--- src/rtl/t6507lp_alu_sched_pkg.sv ---
// rtl/t6507lp_alu_sched_pkg.sv - opcodes, status bit indices and scheduler states for the ALU scheduler
package t6507lp_alu_sched_pkg;

    localparam logic [7:0] NOP     = 8'hEA;
    localparam logic [7:0] LDA_IMM = 8'hA9;
    localparam logic [7:0] ADC_IMM = 8'h69;
    localparam logic [7:0] AND_IMM = 8'h29;
    localparam logic [7:0] ORA_IMM = 8'h09;
    localparam logic [7:0] EOR_IMM = 8'h49;

    localparam int STATUS_C = 0;
    localparam int STATUS_Z = 1;
    localparam int STATUS_I = 2;
    localparam int STATUS_D = 3;
    localparam int STATUS_B = 4;
    localparam int STATUS_V = 6;
    localparam int STATUS_N = 7;

    typedef enum logic [1:0] {
        SCHED_IDLE  = 2'd0,
        SCHED_ISSUE = 2'd1,
        SCHED_WAIT  = 2'd2,
        SCHED_DONE  = 2'd3
    } sched_state_t;

    // WAIT ends when the counter reaches zero, so it starts one below the latency.
    function automatic logic [1:0] sched_wait_load(input int latency);
        return 2'(latency - 1);
    endfunction

endpackage

--- src/rtl/t6507lp_alu_sched_if.sv ---
// rtl/t6507lp_alu_sched_if.sv - requester and ALU pin bundle of the ALU scheduler
interface t6507lp_alu_sched_if;
    logic       req0_i;
    logic       req1_i;
    logic [7:0] op0_i;
    logic [7:0] op1_i;
    logic [7:0] a0_i;
    logic [7:0] a1_i;
    logic       gnt0_o;
    logic       gnt1_o;
    logic       done0_o;
    logic       done1_o;
    logic       owner_o;
    logic       busy_o;
    logic [7:0] result_o;
    logic [7:0] status_o;
    logic       alu_enable_o;
    logic [7:0] alu_opcode_o;
    logic [7:0] alu_a_o;
    logic [7:0] alu_result_i;
    logic [7:0] alu_status_i;

    modport slave (
        input  req0_i, req1_i, op0_i, op1_i, a0_i, a1_i, alu_result_i, alu_status_i,
        output gnt0_o, gnt1_o, done0_o, done1_o, owner_o, busy_o, result_o, status_o,
        output alu_enable_o, alu_opcode_o, alu_a_o
    );

    modport master (
        output req0_i, req1_i, op0_i, op1_i, a0_i, a1_i, alu_result_i, alu_status_i,
        input  gnt0_o, gnt1_o, done0_o, done1_o, owner_o, busy_o, result_o, status_o,
        input  alu_enable_o, alu_opcode_o, alu_a_o
    );
endinterface

--- src/rtl/t6507lp_alu_sched_pick.sv ---
// rtl/t6507lp_alu_sched_pick.sv - two-way request picker; ALU_SCHED_ROUND_ROBIN_EN selects round robin over fixed priority
module t6507lp_alu_sched_pick
    import t6507lp_alu_sched_pkg::*;
(
    input  logic req0,
    input  logic req1,
`ifdef ALU_SCHED_ROUND_ROBIN_EN
    input  logic last_owner,
`endif
    output logic winner,
    output logic valid
);
    assign valid = req0 | req1;

`ifdef ALU_SCHED_ROUND_ROBIN_EN
    // On a tie the requester not served last wins; a lone request always wins.
    assign winner = (req0 & req1) ? ~last_owner : req1;
`else
    assign winner = ~req0 & req1;
`endif
endmodule

--- src/rtl/t6507lp_alu_sched.sv ---
// rtl/t6507lp_alu_sched.sv - shares one T6507LP ALU between two requesters; ALU_SCHED_ROUND_ROBIN_EN enables round-robin ties
module t6507lp_alu_sched
    import t6507lp_alu_sched_pkg::*;
#(
    parameter int         ALU_LATENCY = 1,
    parameter logic [7:0] IDLE_OPCODE = NOP
) (
    input  logic               clk_i,
    input  logic               n_rst_i,
    t6507lp_alu_sched_if.slave bus
);
    localparam logic [1:0] WAIT_LOAD = sched_wait_load(ALU_LATENCY);

    sched_state_t state;
    logic [1:0]   wait_cnt;
    logic         pick_winner;
    logic         pick_valid;

`ifdef ALU_SCHED_ROUND_ROBIN_EN
    // rr_ptr names the requester preferred on the next tie.
    logic rr_ptr;
`endif

    t6507lp_alu_sched_pick u_pick (
        .req0       (bus.req0_i),
        .req1       (bus.req1_i),
`ifdef ALU_SCHED_ROUND_ROBIN_EN
        .last_owner (~rr_ptr),
`endif
        .winner     (pick_winner),
        .valid      (pick_valid)
    );

    always_ff @(posedge clk_i or negedge n_rst_i) begin
        if (!n_rst_i) begin
            state            <= SCHED_IDLE;
            wait_cnt         <= 2'd0;
            bus.gnt0_o       <= 1'b0;
            bus.gnt1_o       <= 1'b0;
            bus.done0_o      <= 1'b0;
            bus.done1_o      <= 1'b0;
            bus.owner_o      <= 1'b0;
            bus.busy_o       <= 1'b0;
            bus.result_o     <= 8'h00;
            bus.status_o     <= 8'h00;
            bus.alu_enable_o <= 1'b0;
            bus.alu_opcode_o <= IDLE_OPCODE;
            bus.alu_a_o      <= 8'h00;
`ifdef ALU_SCHED_ROUND_ROBIN_EN
            rr_ptr           <= 1'b0;
`endif
        end else begin
            bus.gnt0_o       <= 1'b0;
            bus.gnt1_o       <= 1'b0;
            bus.done0_o      <= 1'b0;
            bus.done1_o      <= 1'b0;
            bus.alu_enable_o <= 1'b0;
            case (state)
                SCHED_IDLE: begin
                    if (pick_valid) begin
                        state            <= SCHED_ISSUE;
                        wait_cnt         <= WAIT_LOAD;
                        bus.owner_o      <= pick_winner;
                        bus.gnt0_o       <= ~pick_winner;
                        bus.gnt1_o       <= pick_winner;
                        bus.busy_o       <= 1'b1;
                        bus.alu_enable_o <= 1'b1;
                        bus.alu_opcode_o <= pick_winner ? bus.op1_i : bus.op0_i;
                        bus.alu_a_o      <= pick_winner ? bus.a1_i : bus.a0_i;
`ifdef ALU_SCHED_ROUND_ROBIN_EN
                        rr_ptr           <= ~pick_winner;
`endif
                    end
                end
                SCHED_ISSUE: begin
                    state <= SCHED_WAIT;
                end
                SCHED_WAIT: begin
                    // Capture on the last WAIT cycle so done lines up with the stored result.
                    if (wait_cnt == 2'd0) begin
                        state        <= SCHED_DONE;
                        bus.result_o <= bus.alu_result_i;
                        bus.status_o <= bus.alu_status_i;
                        bus.done0_o  <= ~bus.owner_o;
                        bus.done1_o  <= bus.owner_o;
                    end else begin
                        wait_cnt <= wait_cnt - 2'd1;
                    end
                end
                SCHED_DONE: begin
                    state            <= SCHED_IDLE;
                    bus.busy_o       <= 1'b0;
                    bus.alu_opcode_o <= IDLE_OPCODE;
                end
                default: begin
                    state <= SCHED_IDLE;
                end
            endcase
        end
    end
endmodule

--- src/flat_wrapper.sv ---
// flat-port wrapper written by rule: the top's interface ports become plain ports
module t6507lp_alu_sched_flat import t6507lp_alu_sched_pkg::*;
#(
    parameter int         ALU_LATENCY = 1,
    parameter logic [7:0] IDLE_OPCODE = NOP
)
  (clk_i, n_rst_i, bus_req0_i, bus_req1_i, bus_op0_i, bus_op1_i, bus_a0_i, bus_a1_i, bus_alu_result_i, bus_alu_status_i, bus_gnt0_o, bus_gnt1_o, bus_done0_o, bus_done1_o, bus_owner_o, bus_busy_o, bus_result_o, bus_status_o, bus_alu_enable_o, bus_alu_opcode_o, bus_alu_a_o);
  t6507lp_alu_sched_if bus_i ();
  input  logic clk_i;
  input  logic n_rst_i;
  input wire logic [$bits(bus_i.req0_i)-1:0] bus_req0_i;
  input wire logic [$bits(bus_i.req1_i)-1:0] bus_req1_i;
  input wire logic [$bits(bus_i.op0_i)-1:0] bus_op0_i;
  input wire logic [$bits(bus_i.op1_i)-1:0] bus_op1_i;
  input wire logic [$bits(bus_i.a0_i)-1:0] bus_a0_i;
  input wire logic [$bits(bus_i.a1_i)-1:0] bus_a1_i;
  input wire logic [$bits(bus_i.alu_result_i)-1:0] bus_alu_result_i;
  input wire logic [$bits(bus_i.alu_status_i)-1:0] bus_alu_status_i;
  output wire logic [$bits(bus_i.gnt0_o)-1:0] bus_gnt0_o;
  output wire logic [$bits(bus_i.gnt1_o)-1:0] bus_gnt1_o;
  output wire logic [$bits(bus_i.done0_o)-1:0] bus_done0_o;
  output wire logic [$bits(bus_i.done1_o)-1:0] bus_done1_o;
  output wire logic [$bits(bus_i.owner_o)-1:0] bus_owner_o;
  output wire logic [$bits(bus_i.busy_o)-1:0] bus_busy_o;
  output wire logic [$bits(bus_i.result_o)-1:0] bus_result_o;
  output wire logic [$bits(bus_i.status_o)-1:0] bus_status_o;
  output wire logic [$bits(bus_i.alu_enable_o)-1:0] bus_alu_enable_o;
  output wire logic [$bits(bus_i.alu_opcode_o)-1:0] bus_alu_opcode_o;
  output wire logic [$bits(bus_i.alu_a_o)-1:0] bus_alu_a_o;
  assign bus_i.req0_i = bus_req0_i;
  assign bus_i.req1_i = bus_req1_i;
  assign bus_i.op0_i = bus_op0_i;
  assign bus_i.op1_i = bus_op1_i;
  assign bus_i.a0_i = bus_a0_i;
  assign bus_i.a1_i = bus_a1_i;
  assign bus_i.alu_result_i = bus_alu_result_i;
  assign bus_i.alu_status_i = bus_alu_status_i;
  assign bus_gnt0_o = bus_i.gnt0_o;
  assign bus_gnt1_o = bus_i.gnt1_o;
  assign bus_done0_o = bus_i.done0_o;
  assign bus_done1_o = bus_i.done1_o;
  assign bus_owner_o = bus_i.owner_o;
  assign bus_busy_o = bus_i.busy_o;
  assign bus_result_o = bus_i.result_o;
  assign bus_status_o = bus_i.status_o;
  assign bus_alu_enable_o = bus_i.alu_enable_o;
  assign bus_alu_opcode_o = bus_i.alu_opcode_o;
  assign bus_alu_a_o = bus_i.alu_a_o;
  t6507lp_alu_sched #(.ALU_LATENCY(ALU_LATENCY), .IDLE_OPCODE(IDLE_OPCODE)) u_core (.clk_i(clk_i), .n_rst_i(n_rst_i), .bus(bus_i));
endmodule
--- config.mk ---
export PLATFORM = sky130hd
export DESIGN_NAME = t6507lp_alu_sched_flat
export DESIGN_NICKNAME = d
export VERILOG_FILES = /design/src/rtl/t6507lp_alu_sched_pkg.sv /design/src/rtl/t6507lp_alu_sched_if.sv /design/src/rtl/t6507lp_alu_sched_pick.sv /design/src/rtl/t6507lp_alu_sched.sv /design/src/flat_wrapper.sv
export SDC_FILE = /design/constraint.sdc
export NUM_CORES = 1
export LEC_CHECK = 0
export ABC_CLOCK_PERIOD_IN_PS = 1900
export CORE_UTILIZATION = 36
export DETAILED_ROUTE_END_ITERATION = 8
export GPL_ROUTABILITY_DRIVEN = 0
export HOLD_SLACK_MARGIN = 0.08
export MAX_ROUTING_LAYER = met4
export PLACE_DENSITY = 0.75
export SYNTH_ARGS = -nofsm -noshare
export SYNTH_HDL_FRONTEND = slang
export SYNTH_SLANG_ARGS = --single-unit
--- constraint.sdc ---
create_clock -name clk_i -period 1.9 [get_ports clk_i]
set_clock_uncertainty 0.2 [all_clocks]
set_input_delay 0.475 -clock clk_i [delete_from_list [all_inputs] [get_ports clk_i]]
set_output_delay 0.475 -clock clk_i [all_outputs]
set_load 0.01 [all_outputs]
==> flow_summary.ini <==
[timing]
rsz0062_at_grt = no
hold_viol = 0
setup-tns-final_ns = 0
tightest_slew_ns = 0.4425
setup-violations-final = 0
fmaxAchievable_mhz = 538.5
relSlewSlack = 0.7019
finalMaxSlewViolations = 0
fin_crit_ns = 1.857
finalCritPeriodShare = 0.9774
fin_ws_ns = 0.04294

[die]
rows = 25
die_h_um = 74.30
core_area_um2 = 4880
start_util = 0.3856
die_x_um = 74.30
ios = 91
fp.dieArea_um2 = 5520

[route]
ant_nets = 0
vias = 1461
drc = 0
viasPerCell = 4.623
wl_per_cell_um = 13.38
drtIter0Drc = 41
drtPass1Iterations = 4
wirelength_um = 4229

[global_route]
grt.total_usage = 0.1660
grt_pass1_wl_um = 6603
grt_pass1_vias = 1506
grt_start_max_net_pins = 29
overflow = 0
antenna_found_initial = 0

[placement]
dp_hpwl_um = 3119
dpl_worst_slack_ns = -0.1038
portBuffers = 90

[clocking]
post_cts_buffers = 0
h-tree-depth = 2
clock-sinks = 43
clkTransAtPathRegs_ns = 0.08
cts_max_path_buffers = 2
cts_tree = built
clk_latency_ns = 0.30
cts-root-buf = clkbuf_8
cts_buffers = 5

[setup_path]
r2r_slack_ns = 0.11
cp.arrival_ns = 1.18
worst_ep_required_time_ns = 1.22
end_kind = primary output
worstSetupPathType = flip-flop to primary output
critPathLaunchType = flip-flop
timing.rr.start = u_core.state[1]$_DFFE_PN0P_
worstSetupStartpoint = u_core.bus.alu_a_o[7]$_DFFE_PN0P_
critPathSlowestCell = clkdlybuf4s50_1
r2r_end = u_core.bus.busy_o$_DFFE_PN0P_
worst_r2r_path_depth = 5
crit_buf_inv = 1
max_stage_delay_ns = 0.54
crit_chain = clkdlybuf4s50_1
crit_family = buffers and inverters
path_max_fanout = 2

[power_and_ir_drop]
ir_drop_mv = 0.6619
power_density_nw_per_um2 = 1407
p_leak_nw = 1.582

[finish]
fin_nets = 305
drive_above_1_share = 0.1847
multi_input_area_um2 = 720.7
regArea_um2 = 1082
n_antenna_cell = 0
areaGrowthSynthToFinish_pct = 64.83
fillCellCount = 406

[yosys]
yosysSeqAreaShare = 0.5751
ys_types = 30
ys_ff_latch = 43
syn_area_per_cell_um2 = 13.16
syn_area_um2 = 1882
synthesis.nets = 200
synth_warnings = 0
synthCells = 143

[job]
max-cap-violations = 0

[worst_hold_path]
min_to = u_core.bus.alu_a_o[3]$_DFFE_PN0P_
hold_depth = 2
worst_hold_startpoint = u_core.bus.alu_a_o[3]$_DFFE_PN0P_
hold_class = flip-flop to flip-flop

[run_status]
status = finished clean
[tightest hold or removal path, cell delays in order (launching register included)]
cell and delay, ns:
dfrtp_1 0.34, nand2_1 0.04, o21ai_0 0.06
[cells in the final DEF, fill, tap and decap left out, types with 2 or more instances in the layout]
cell / n
clkdlybuf4s50_1: 65
dfrtp_1: 38
dlymetal6s2s_1: 18
mux2_2: 16
mux2i_1: 15
o21ai_0: 9
nand2_1: 9
buf_4: 9
inv_1: 7
nor2_1: 6
clkbuf_8: 6
dlygate4sd2_1: 6
a2bb2oi_1: 5
ha_1: 5
dfstp_2: 5
o2bb2ai_1: 3
buf_12: 3
o21ai_1: 2
nor2b_1: 2
nand2b_1: 2
o31ai_1: 2
[registers in the layout, summed over array words and instances (netlist names)]
| signal | cells |
|---|---|
| u_core.bus.alu_a_o | 8 |
| u_core.bus.alu_opcode_o | 8 |
| u_core.bus.result_o | 8 |
| u_core.bus.status_o | 8 |
| u_core.state | 2 |
| u_core.wait_cnt | 2 |
| u_core.bus.alu_enable_o | 1 |
| u_core.bus.busy_o | 1 |
| u_core.bus.done0_o | 1 |
| u_core.bus.done1_o | 1 |
| u_core.bus.gnt0_o | 1 |
| u_core.bus.gnt1_o | 1 |
| u_core.bus.owner_o | 1 |
[timing repair]
item                       CTS  global route
gates resized for setup      6            18
gates cloned                 0             0
setup endpoints to repair    6            18
hold endpoints to repair    15             0
hold buffers                 1             0
[metrics by stage]
stage | hold slack, ns | cells | cell area, um2 | power (mW) | util
5_1_grt | 0.3095 | 316 | 3102 | 4.677 | 0.6356
2_1_floorplan | -0.02059 | 143 | 1882 | 2.632 | -
4_1_cts | 0.2888 | 316 | 3057 | 4.476 | 0.6264
6_report | 0.2764 | 316 | 3102 | 4.364 | 0.6356
3_5_place_dp | 0.2161 | 307 | 2937 | 3.747 | 0.6018
3_3_place_gp | 0.2190 | 307 | 2937 | 3.697 | 0.6018
[synthesized netlist by cell type, drive strengths merged]
cell / number / area (um2)
a21o: 1 / 7.510
a21oi: 1 / 5.000
a2bb2oi: 5 / 43.79
and2: 1 / 6.260
and3: 1 / 6.260
buf: 5 / 52.55
dfrtp: 38 / 950.9
dfstp: 5 / 131.4
ha: 5 / 62.56
inv: 7 / 26.28
mux2: 17 / 195.2
mux2i: 15 / 150.1
nand2: 9 / 33.78
nand2b: 2 / 12.51
nor2: 6 / 22.52
nor2b: 3 / 21.27
nor3b: 1 / 18.77
o21a: 1 / 7.510
o21ai: 11 / 55.05
o22ai: 1 / 6.260
o2bb2ai: 3 / 26.28
o311ai: 1 / 8.760
o31ai: 2 / 15.01
o32a: 1 / 10.01
or2: 1 / 6.260
[layer usage]
metal	vias up	routed length, um	track usage
met1	683	1854	0.1886
li1	712	-	-
met2	59	1962	0.2707
met5	-	0	-
met3	7	343	0.05691
met4	0	68	0.06289
[final cells by class]
type,count,area share
inverters,7,0.008471
clock buffers,6,0.02662
multi-input cells,88,0.2324
repair buffers,103,0.3453
clock inverters,2,0.01129
well taps,67,0.02703
flip-flops and latches,43,0.3489
[where the power goes]
group	total (mW)	internal (mW)	leakage, nW	switching (mW)
Sequential	1.54	1.34	0.521	0.196
Combinational	2.08	1.24	1.00	0.847
Clock	0.739	0.425	0.0612	0.314
[cells by family after synthesis]
| kind of cell | count (synthesis) | synth area share |
|---|---|---|
| simple gates | 24 | 0.06782 |
| buf+inv | 12 | 0.04189 |
| mux | 32 | 0.1835 |
| flops | 43 | 0.5751 |
| fa+ha+maj | 5 | 0.03324 |
| compound gates | 27 | 0.09841 |
[how the worst max path moves through the flow]
stage,end,slack [ns],depth (start not counted)
2_1_floorplan,u_core.bus.result_o[7]$_DFFE_PN0P_,0.11,6
3_3_place_gp,u_core.state[1]$_DFFE_PN0P_,-0.07,5
3_5_place_dp,u_core.bus.alu_a_o[3]$_DFFE_PN0P_,-0.10,5
4_1_cts,bus_alu_opcode_o[0],0.003,1
5_1_grt,bus_result_o[4],0.001,1
6_report,bus_alu_a_o[7],0.04,1
(Power assumes the default switching activity.)
